===== src/rtl/posit_addsub_scheduler.sv =====
// posit_addsub_scheduler
// Shares one posit add/subtract datapath between two requesters. A round-robin
// arbiter accepts one operand pair at a time, turns A-B into A+(-B) by posit
// negation of B, holds the datapath operands for LAT cycles, captures the
// result and returns it to the owning requester.
//
// Ports:
//   clk, rst             clock, asynchronous active-high reset
//   req_valid/req_ready  per-requester request handshake (bit i = requester i)
//   req_a/req_b/req_sub  packed operands (requester i at [i*N +: N]), 1 = subtract
//   rsp_valid/rsp_ready  per-requester response handshake
//   rsp_result           result word shared by both requesters
//   dp_a/dp_b/dp_result  shared datapath operands (dp_b already negated) and result
//   busy                 high whenever an operation is in flight
//
// Optional: define POSIT_SCHED_STATS_EN to add stat_ops0, stat_ops1 and
// stat_nar, 32-bit saturating counters updated on each response handshake.
module posit_addsub_scheduler #(
  parameter int unsigned N   = 32,
  parameter int unsigned ES  = 2,
  parameter int unsigned LAT = 2
) (
  input  logic           clk,
  input  logic           rst,
  input  logic [1:0]     req_valid,
  output logic [1:0]     req_ready,
  input  logic [2*N-1:0] req_a,
  input  logic [2*N-1:0] req_b,
  input  logic [1:0]     req_sub,
  output logic [1:0]     rsp_valid,
  input  logic [1:0]     rsp_ready,
  output logic [N-1:0]   rsp_result,
  output logic [N-1:0]   dp_a,
  output logic [N-1:0]   dp_b,
  input  logic [N-1:0]   dp_result,
`ifdef POSIT_SCHED_STATS_EN
  output logic [31:0]    stat_ops0,
  output logic [31:0]    stat_ops1,
  output logic [31:0]    stat_nar,
`endif
  output logic           busy
);

  // ES only matters to the datapath; it is range-checked here so that a bad
  // configuration is caught at elaboration.
  if (LAT < 1 || LAT > 15) begin : g_lat_chk
    $error("LAT must be in 1..15");
  end
  if (ES >= N) begin : g_es_chk
    $error("ES must be smaller than N");
  end

  localparam logic [3:0] LatCnt = 4'(LAT);

  typedef enum logic [1:0] {StIdle, StExec, StResp} state_e;

  state_e         state_q, state_d;
  logic [3:0]     cnt_q, cnt_d;
  logic           owner_q, owner_d;
  logic           last_grant_q, last_grant_d;
  logic [N-1:0]   dp_a_q, dp_a_d;
  logic [N-1:0]   dp_b_q, dp_b_d;
  logic [N-1:0]   rsp_result_q, rsp_result_d;

  logic           grant;
  logic [N-1:0]   sel_a, sel_b, neg_b;
  logic           sel_sub;
  logic           req_hs, rsp_hs;

  // Tie goes to the requester that was not served last.
  assign grant   = (&req_valid) ? ~last_grant_q : req_valid[1];
  assign sel_a   = grant ? req_a[2*N-1:N] : req_a[N-1:0];
  assign sel_b   = grant ? req_b[2*N-1:N] : req_b[N-1:0];
  assign sel_sub = grant ? req_sub[1] : req_sub[0];
  // Whole-word two's complement; zero and NaR map to themselves naturally.
  assign neg_b   = ~sel_b + {{(N-1){1'b0}}, 1'b1};

  // rst gating keeps req_ready at its reset value while reset is asserted.
  always_comb begin
    req_ready = 2'b00;
    if (state_q == StIdle && !rst) begin
      if (grant) req_ready = {req_valid[1], 1'b0};
      else       req_ready = {1'b0, req_valid[0]};
    end
  end

  assign req_hs    = |(req_valid & req_ready);
  assign rsp_valid = (state_q == StResp) ? (owner_q ? 2'b10 : 2'b01) : 2'b00;
  assign rsp_hs    = (state_q == StResp) && (owner_q ? rsp_ready[1] : rsp_ready[0]);

  always_comb begin
    state_d      = state_q;
    cnt_d        = cnt_q;
    owner_d      = owner_q;
    last_grant_d = last_grant_q;
    dp_a_d       = dp_a_q;
    dp_b_d       = dp_b_q;
    rsp_result_d = rsp_result_q;
    case (state_q)
      StIdle: begin
        if (req_hs) begin
          dp_a_d  = sel_a;
          dp_b_d  = sel_sub ? neg_b : sel_b;
          owner_d = grant;
          cnt_d   = LatCnt;
          state_d = StExec;
        end
      end
      StExec: begin
        cnt_d = cnt_q - 4'd1;
        if (cnt_q == 4'd1) begin
          rsp_result_d = dp_result;
          state_d      = StResp;
        end
      end
      StResp: begin
        if (rsp_hs) begin
          last_grant_d = owner_q;
          state_d      = StIdle;
        end
      end
      default: state_d = StIdle;
    endcase
  end

  always_ff @(posedge clk or posedge rst) begin
    if (rst) begin
      state_q      <= StIdle;
      cnt_q        <= 4'd0;
      owner_q      <= 1'b0;
      last_grant_q <= 1'b1;
      dp_a_q       <= '0;
      dp_b_q       <= '0;
      rsp_result_q <= '0;
    end else begin
      state_q      <= state_d;
      cnt_q        <= cnt_d;
      owner_q      <= owner_d;
      last_grant_q <= last_grant_d;
      dp_a_q       <= dp_a_d;
      dp_b_q       <= dp_b_d;
      rsp_result_q <= rsp_result_d;
    end
  end

  assign dp_a       = dp_a_q;
  assign dp_b       = dp_b_q;
  assign rsp_result = rsp_result_q;
  assign busy       = (state_q != StIdle);

`ifdef POSIT_SCHED_STATS_EN
  logic [31:0] stat_ops0_q, stat_ops0_d;
  logic [31:0] stat_ops1_q, stat_ops1_d;
  logic [31:0] stat_nar_q, stat_nar_d;
  logic        rsp_is_nar;

  assign rsp_is_nar = (rsp_result_q == {1'b1, {(N-1){1'b0}}});

  always_comb begin
    stat_ops0_d = stat_ops0_q;
    stat_ops1_d = stat_ops1_q;
    stat_nar_d  = stat_nar_q;
    if (rsp_hs) begin
      if (!owner_q && !(&stat_ops0_q)) stat_ops0_d = stat_ops0_q + 32'd1;
      if (owner_q && !(&stat_ops1_q))  stat_ops1_d = stat_ops1_q + 32'd1;
      if (rsp_is_nar && !(&stat_nar_q)) stat_nar_d = stat_nar_q + 32'd1;
    end
  end

  always_ff @(posedge clk or posedge rst) begin
    if (rst) begin
      stat_ops0_q <= 32'd0;
      stat_ops1_q <= 32'd0;
      stat_nar_q  <= 32'd0;
    end else begin
      stat_ops0_q <= stat_ops0_d;
      stat_ops1_q <= stat_ops1_d;
      stat_nar_q  <= stat_nar_d;
    end
  end

  assign stat_ops0 = stat_ops0_q;
  assign stat_ops1 = stat_ops1_q;
  assign stat_nar  = stat_nar_q;
`endif

endmodule

===== config.mk =====
export PLATFORM = sky130hd
export DESIGN_NAME = posit_addsub_scheduler
export DESIGN_NICKNAME = d
export VERILOG_FILES = /design/src/rtl/posit_addsub_scheduler.sv
export SDC_FILE = /design/constraint.sdc
export NUM_CORES = 1
export LEC_CHECK = 0
export BUFFER_PORTS_ARGS = -buffer_cell sky130_fd_sc_hd__buf_4
export CAP_MARGIN = 20
export CORE_MARGIN = 4
export CORE_UTILIZATION = 40
export DETAILED_ROUTE_END_ITERATION = 10
export PLACE_DENSITY_LB_ADDON = 0.3
export SYNTH_ARGS = -nofsm -noshare
export SYNTH_HDL_FRONTEND = slang
export SYNTH_SLANG_ARGS = --single-unit

===== constraint.sdc =====
create_clock -name clk -period 9.8 [get_ports clk]
set_input_delay 0.49 -clock clk [delete_from_list [all_inputs] [get_ports clk]]
set_output_delay 0.49 -clock clk [all_outputs]
set_load 0.05 [all_outputs]

# Word level (Yosys, flattened, before mapping)
# Index checks and enable logic that the tools add are counted.
[op_classes]
n_reduce_logical = 13
muxes = 16
eq_ne = 6
addsub = 2
bitwise_logic = 3
[ops]
columns = ["cell", "count"]
rows = [
  ["$mux W32", 3],
  ["$add A32 B1 Y32 const B", 1],
  ["$not A32 Y32", 1],
  ["$mux W2", 7],
  ["$reduce_and A2 Y1", 5],
  ["$pmux W4 S2", 1],
  ["$ne A2 B2 Y1 const B", 3],
  ["$pmux W2 S3", 1],
  ["$eq A4 B1 Y1 const B", 1],
  ["$mux W4", 1],
  ["$reduce_bool A2 Y1", 2],
  ["$sub A4 B1 Y4 const B", 1],
  ["$mux W1", 3],
  ["$reduce_and A3 Y1", 1],
  ["$and A2 B2 Y2", 1],
  ["$eq A2 B1 Y1 const B", 1],
  ["$eq A2 B2 Y1 const B", 1],
  ["$logic_and A1 B1 Y1", 2],
  ["$logic_not A2 Y1", 1],
  ["$reduce_or A2 Y1", 1],
  ["$logic_not A1 Y1", 1],
  ["$not A1 Y1", 1],
]
[totals]
register_bits = 104
output_inout_bits = 101
input_bits = 168
wordCells = 47

# Depth between registers and ports, before layout
[depth]
depth_word = 8
ltp_mapped = 12
mapped_depth_nobuf = 9

# Least setup slack after synthesis
# Ideal clock, no wire load.
[synth_timing]
kind = "register to register"
from = "reg last_grant_q"
to = "reg dp_b_q[24], in the netlist dp_b[24]"
t_required_ns = 9.678
path_slack_ns = 6.567
period_less_slack_ns = 3.233
t_arrival_ns = 3.111
stages_incl_launch_ff = 13
cell_sequence = "dfstp_2 > a21bo_2 > buf_6 > buf_2 > buf_1 > mux2i_1 > ha_1 > inv_1 > or3_4 > o22a_4 > o41ai_1 > xnor2_1 > o21ai_1"
[synth_via]
elab_chain_len = 7
word_cells_on_any_way = 12
[synth_lines]
columns = ["element", "line", "source"]
rows = [
  ["start, declared", "60", "logic last_grant_q, last_grant_d;"],
  ["start signal, assigned", "139", "last_grant_q <= last_grant_d;"],
  ["$not A1 Y1 *", "71", "assign grant = (&req_valid) ? ~last_grant_q : req_valid[1];"],
  ["$mux W1 *", "71", ""],
  ["branches (longest 5 deep; another with $add A32 B1 Y32)", "n/a", ""],
  ["end signal, assigned", "141", "dp_b_q <= dp_b_d;"],
  ["end, declared", "62", "logic [N-1:0] dp_b_q, dp_b_d;"],
]
# Every way passes the cells marked *.
# A chain may end at the register's enable or synchronous reset.

# Worst setup path in the final report
[layout_timing]
from = "reg last_grant_q"
to = "reg dp_b_q[28], in the netlist dp_b[28]"
# Same word-level chain as after synthesis.

==> out/metrics.cfg <==
[placed_design]
pre_cts_ws_ns = 5.95
hpwl_um = 14400
port_buffers = 268
dpl.cell_count = 1040
gp_congestion = 0.875

[setup_path]
worstPathMaxFanout = 45
r2r-start = last_grant_q
critPathRequiredTime_ns = 10.01
r2r_end = dp_b[28]
startpoint_type = register
crit_chain = a21bo_4, buf_4, mux2i_1, ha_1, inv_1, or3_4, o22a_4, o41ai_1, xnor2_1, o21ai_1
arrival_ns = 4.03
r2r_slack_ns = 5.98
cp_slowest_stage_delay_ns = 0.62
crit_type = register to register
r2r_cells = 10
path_buf_inv = 2
cp_slowest_cell = buf_4
critPathCaptureType = register
crit_family = compound AO/OA/AOI/OAI gates
setup.worst_path.start = last_grant_q

[grt]
grt_max_degree = 72
grt-ovfl-total = 0
antenna_found_initial = 0
grtUsageTotal = 0.220
grt_pass1_vias = 5301
grt_pass1_wl_um = 28700

[routing]
drt_wl_total_um = 18800
post_drt_via_cell_ratio = 5.30
first_pass_iters = 4
vias = 5601
drc = 0
ant_nets = 0
wl_per_cell_um = 17.8
drt_iter0_drc = 433

[power]
p_int_mw = 1.30
peakVddDrop_mv = 0.135
p_leak_nw = 3.84
netSwitchingPower_mw = 1.36
switching_share = 0.510
comb_power_share = 0.581
power.density_mw_per_mm2 = 323
p_clk_frac = 0.131
p_seq_frac = 0.287

[sta]
fin_tns_setup_ns = 0
setup_violations = 0
worstMarginPinSlew_ns = 0.877
max_freq_mhz = 262
skew_ns = 0.00755
fin_ws_ns = 5.98
hold_viol_final = 0
period_minus_slack_ns = 3.82
period_share = 0.389
slew_headroom = 0.416
slew_violations = 0
rsz0062_at_grt = no

[run]
drv_cap = 0

[floorplan]
core_area_mm2 = 0.0140
die-area_mm2 = 0.0165
dieHeight_um = 129
start_util = 0.414
io_pins = 269
fp.dieW_um = 129
rows = 43

[synthesis]
yosysUniqueCellTypes = 60
seq_area_frac_synth = 0.448
ys.flop_type = dfrtp_1
synth-edff-count = 0
asyncSetResetFlopFracSynth = 1.00
synthCells = 620
synth_fp_nets = 791
synth_warnings = 0
ys_seq_elements = 104
netlist_area_mm2 = 0.00581
avgSynthCellArea_um2 = 9.37

[outcome]
status = complete, no violations

[finish]
syn_to_final_growth_pct = 41.6
final_cells = 1056
drive_gt1_frac = 0.393
finalNetCount = 1042
n_antenna_cell = 0

[hold_path]
hold_class = input port to async pin

[clocking]
cts_buffer_depth = 2
clkLatencyLatePin_ns = 0.36
cts_sinks = 104
cts-root-buf = clkbuf_16
cts_tree = yes
clk_pin_slew_ns = 0.07
post_cts_buffers = 0
cts_hold_buf = 0
cts-buffers-inserted = 9
cts_resized = 0
htreeDepth = 3

-- area by class of cell --
type,instances,area [µm²]
repair buffers,275,2060
clock buffers,9,225
flip-flops and latches,104,2600
multi-input cells,476,3040
inverters,5,21.3
clock inverters,7,52.6
fillers,1270,5810
well taps,180,225
-- state kept, by name, indices dropped and copies added, names as in the netlist --
signal,cells
dp_b,32
dp_a,32
state_q,2
rsp_result,32
last_grant_q,1
owner_q,1
cnt_q,4
-- cells in the mapped netlist, drive strengths merged (2+ instances only) --
library cell | n | area [µm²]
nor2b | 4 | 25.0
o41ai | 3 | 33.8
nand2b | 2 | 12.5
nand2 | 112 | 423
nand4b | 4 | 35.0
nor2 | 61 | 229
dfrtp | 103 | 2580
nor3 | 12 | 60.1
a221oi | 2 | 17.5
ha | 3 | 37.5
clkbuf | 15 | 56.3
a21oi | 9 | 45.0
and3 | 3 | 18.8
nand3b | 3 | 22.5
nor4 | 15 | 100
a31oi | 38 | 238
mux2i | 34 | 353
or3 | 9 | 66.3
inv | 5 | 18.8
nand4 | 2 | 18.8
xnor2 | 13 | 114
buf | 20 | 116
o21a | 2 | 15.0
xor2 | 16 | 140
o21ai | 45 | 229
nand3 | 8 | 40.0
o22ai | 2 | 18.8
or4 | 12 | 90.1
o31ai | 5 | 37.5
a41oi | 4 | 35.0
mux2 | 37 | 417
-- power by group through the flow --
stage	Combinational, mW	Sequential [mW]	Clock [mW]
final	1.55	0.764	0.349
after global routing	1.63	0.792	0.373
after CTS	1.56	0.767	0.358
after detailed placement	1.56	0.774	0
after global placement	1.54	0.764	0
after floorplan	0.370	1.44	0
-- cell families (layout without fill, tap and decap cells) --
family / count (synthesis) / in the layout / synth area share
AO/OA/AOI/OAI: 123 / 123 / 0.137
buffers and inverters: 40 / 296 / 0.0329
adder cells (fa/ha/maj): 3 / 3 / 0.00646
multiplexers: 71 / 71 / 0.132
XOR/XNOR: 29 / 29 / 0.0437
flip-flops: 104 / 104 / 0.448
AND/OR/NAND/NOR: 250 / 250 / 0.200
-- stage by stage --
stage / cell area [µm²] / utilization / power [mW] / hold slack, ns
after floorplan: 5810 / - / 1.81 / 0.458
after global placement: 7950 / 0.566 / 2.31 / 0.465
after detailed placement: 7950 / 0.566 / 2.33 / 0.479
after CTS: 8230 / 0.586 / 2.69 / 0.183
after global routing: 8230 / 0.586 / 2.80 / 0.215
final: 8230 / 0.586 / 2.66 / 0.177
-- worst max path at each step --
| stage | endpoint | cells after the start |
|---|---|---|
| finish | dp_b[28] | 10 |
| global route | dp_b[28] | 10 |
| CTS | dp_b[28] | 10 |
| detailed placement | dp_b[28] | 11 |
| global placement | dp_b[28] | 11 |
| floorplan | dp_b[24] | 12 |
-- layer usage --
layer | share of wire | global-route usage
met3 | 0.081 | 0.0473
met5 | 0 | 0
met4 | 0.019 | 0.0661
met2 | 0.47 | 0.352
met1 | 0.43 | 0.302
-- cell usage in the layout (no fill, tap or decap), types with 2 or more instances in the layout --
cell type	netlist	final
nor4_1	14	14
or4_1	12	12
a31oi_1	38	38
o21ai_0	33	33
nand3b_1	3	3
dfrtp_1	103	103
nand2b_1	2	2
nand3_1	8	8
nor2_1	61	61
xor2_1	16	16
a21oi_1	9	9
inv_1	5	4
buf_4	1	275
o31ai_1	5	5
mux2i_1	33	33
mux2_2	37	37
nor3_1	12	12
o41ai_1	2	2
a221oi_1	2	2
nand4b_1	4	4
a41oi_1	4	4
o21ai_1	11	11
ha_1	3	3
xnor2_1	13	13
clkbuf_16	0	9
or3_4	2	2
or3_1	7	7
and3_1	3	3
nand2_1	111	111
inv_6	0	3
nor2b_1	4	4
clkinv_2	0	2
No activity file was read; power rests on OpenSTA's default activity.
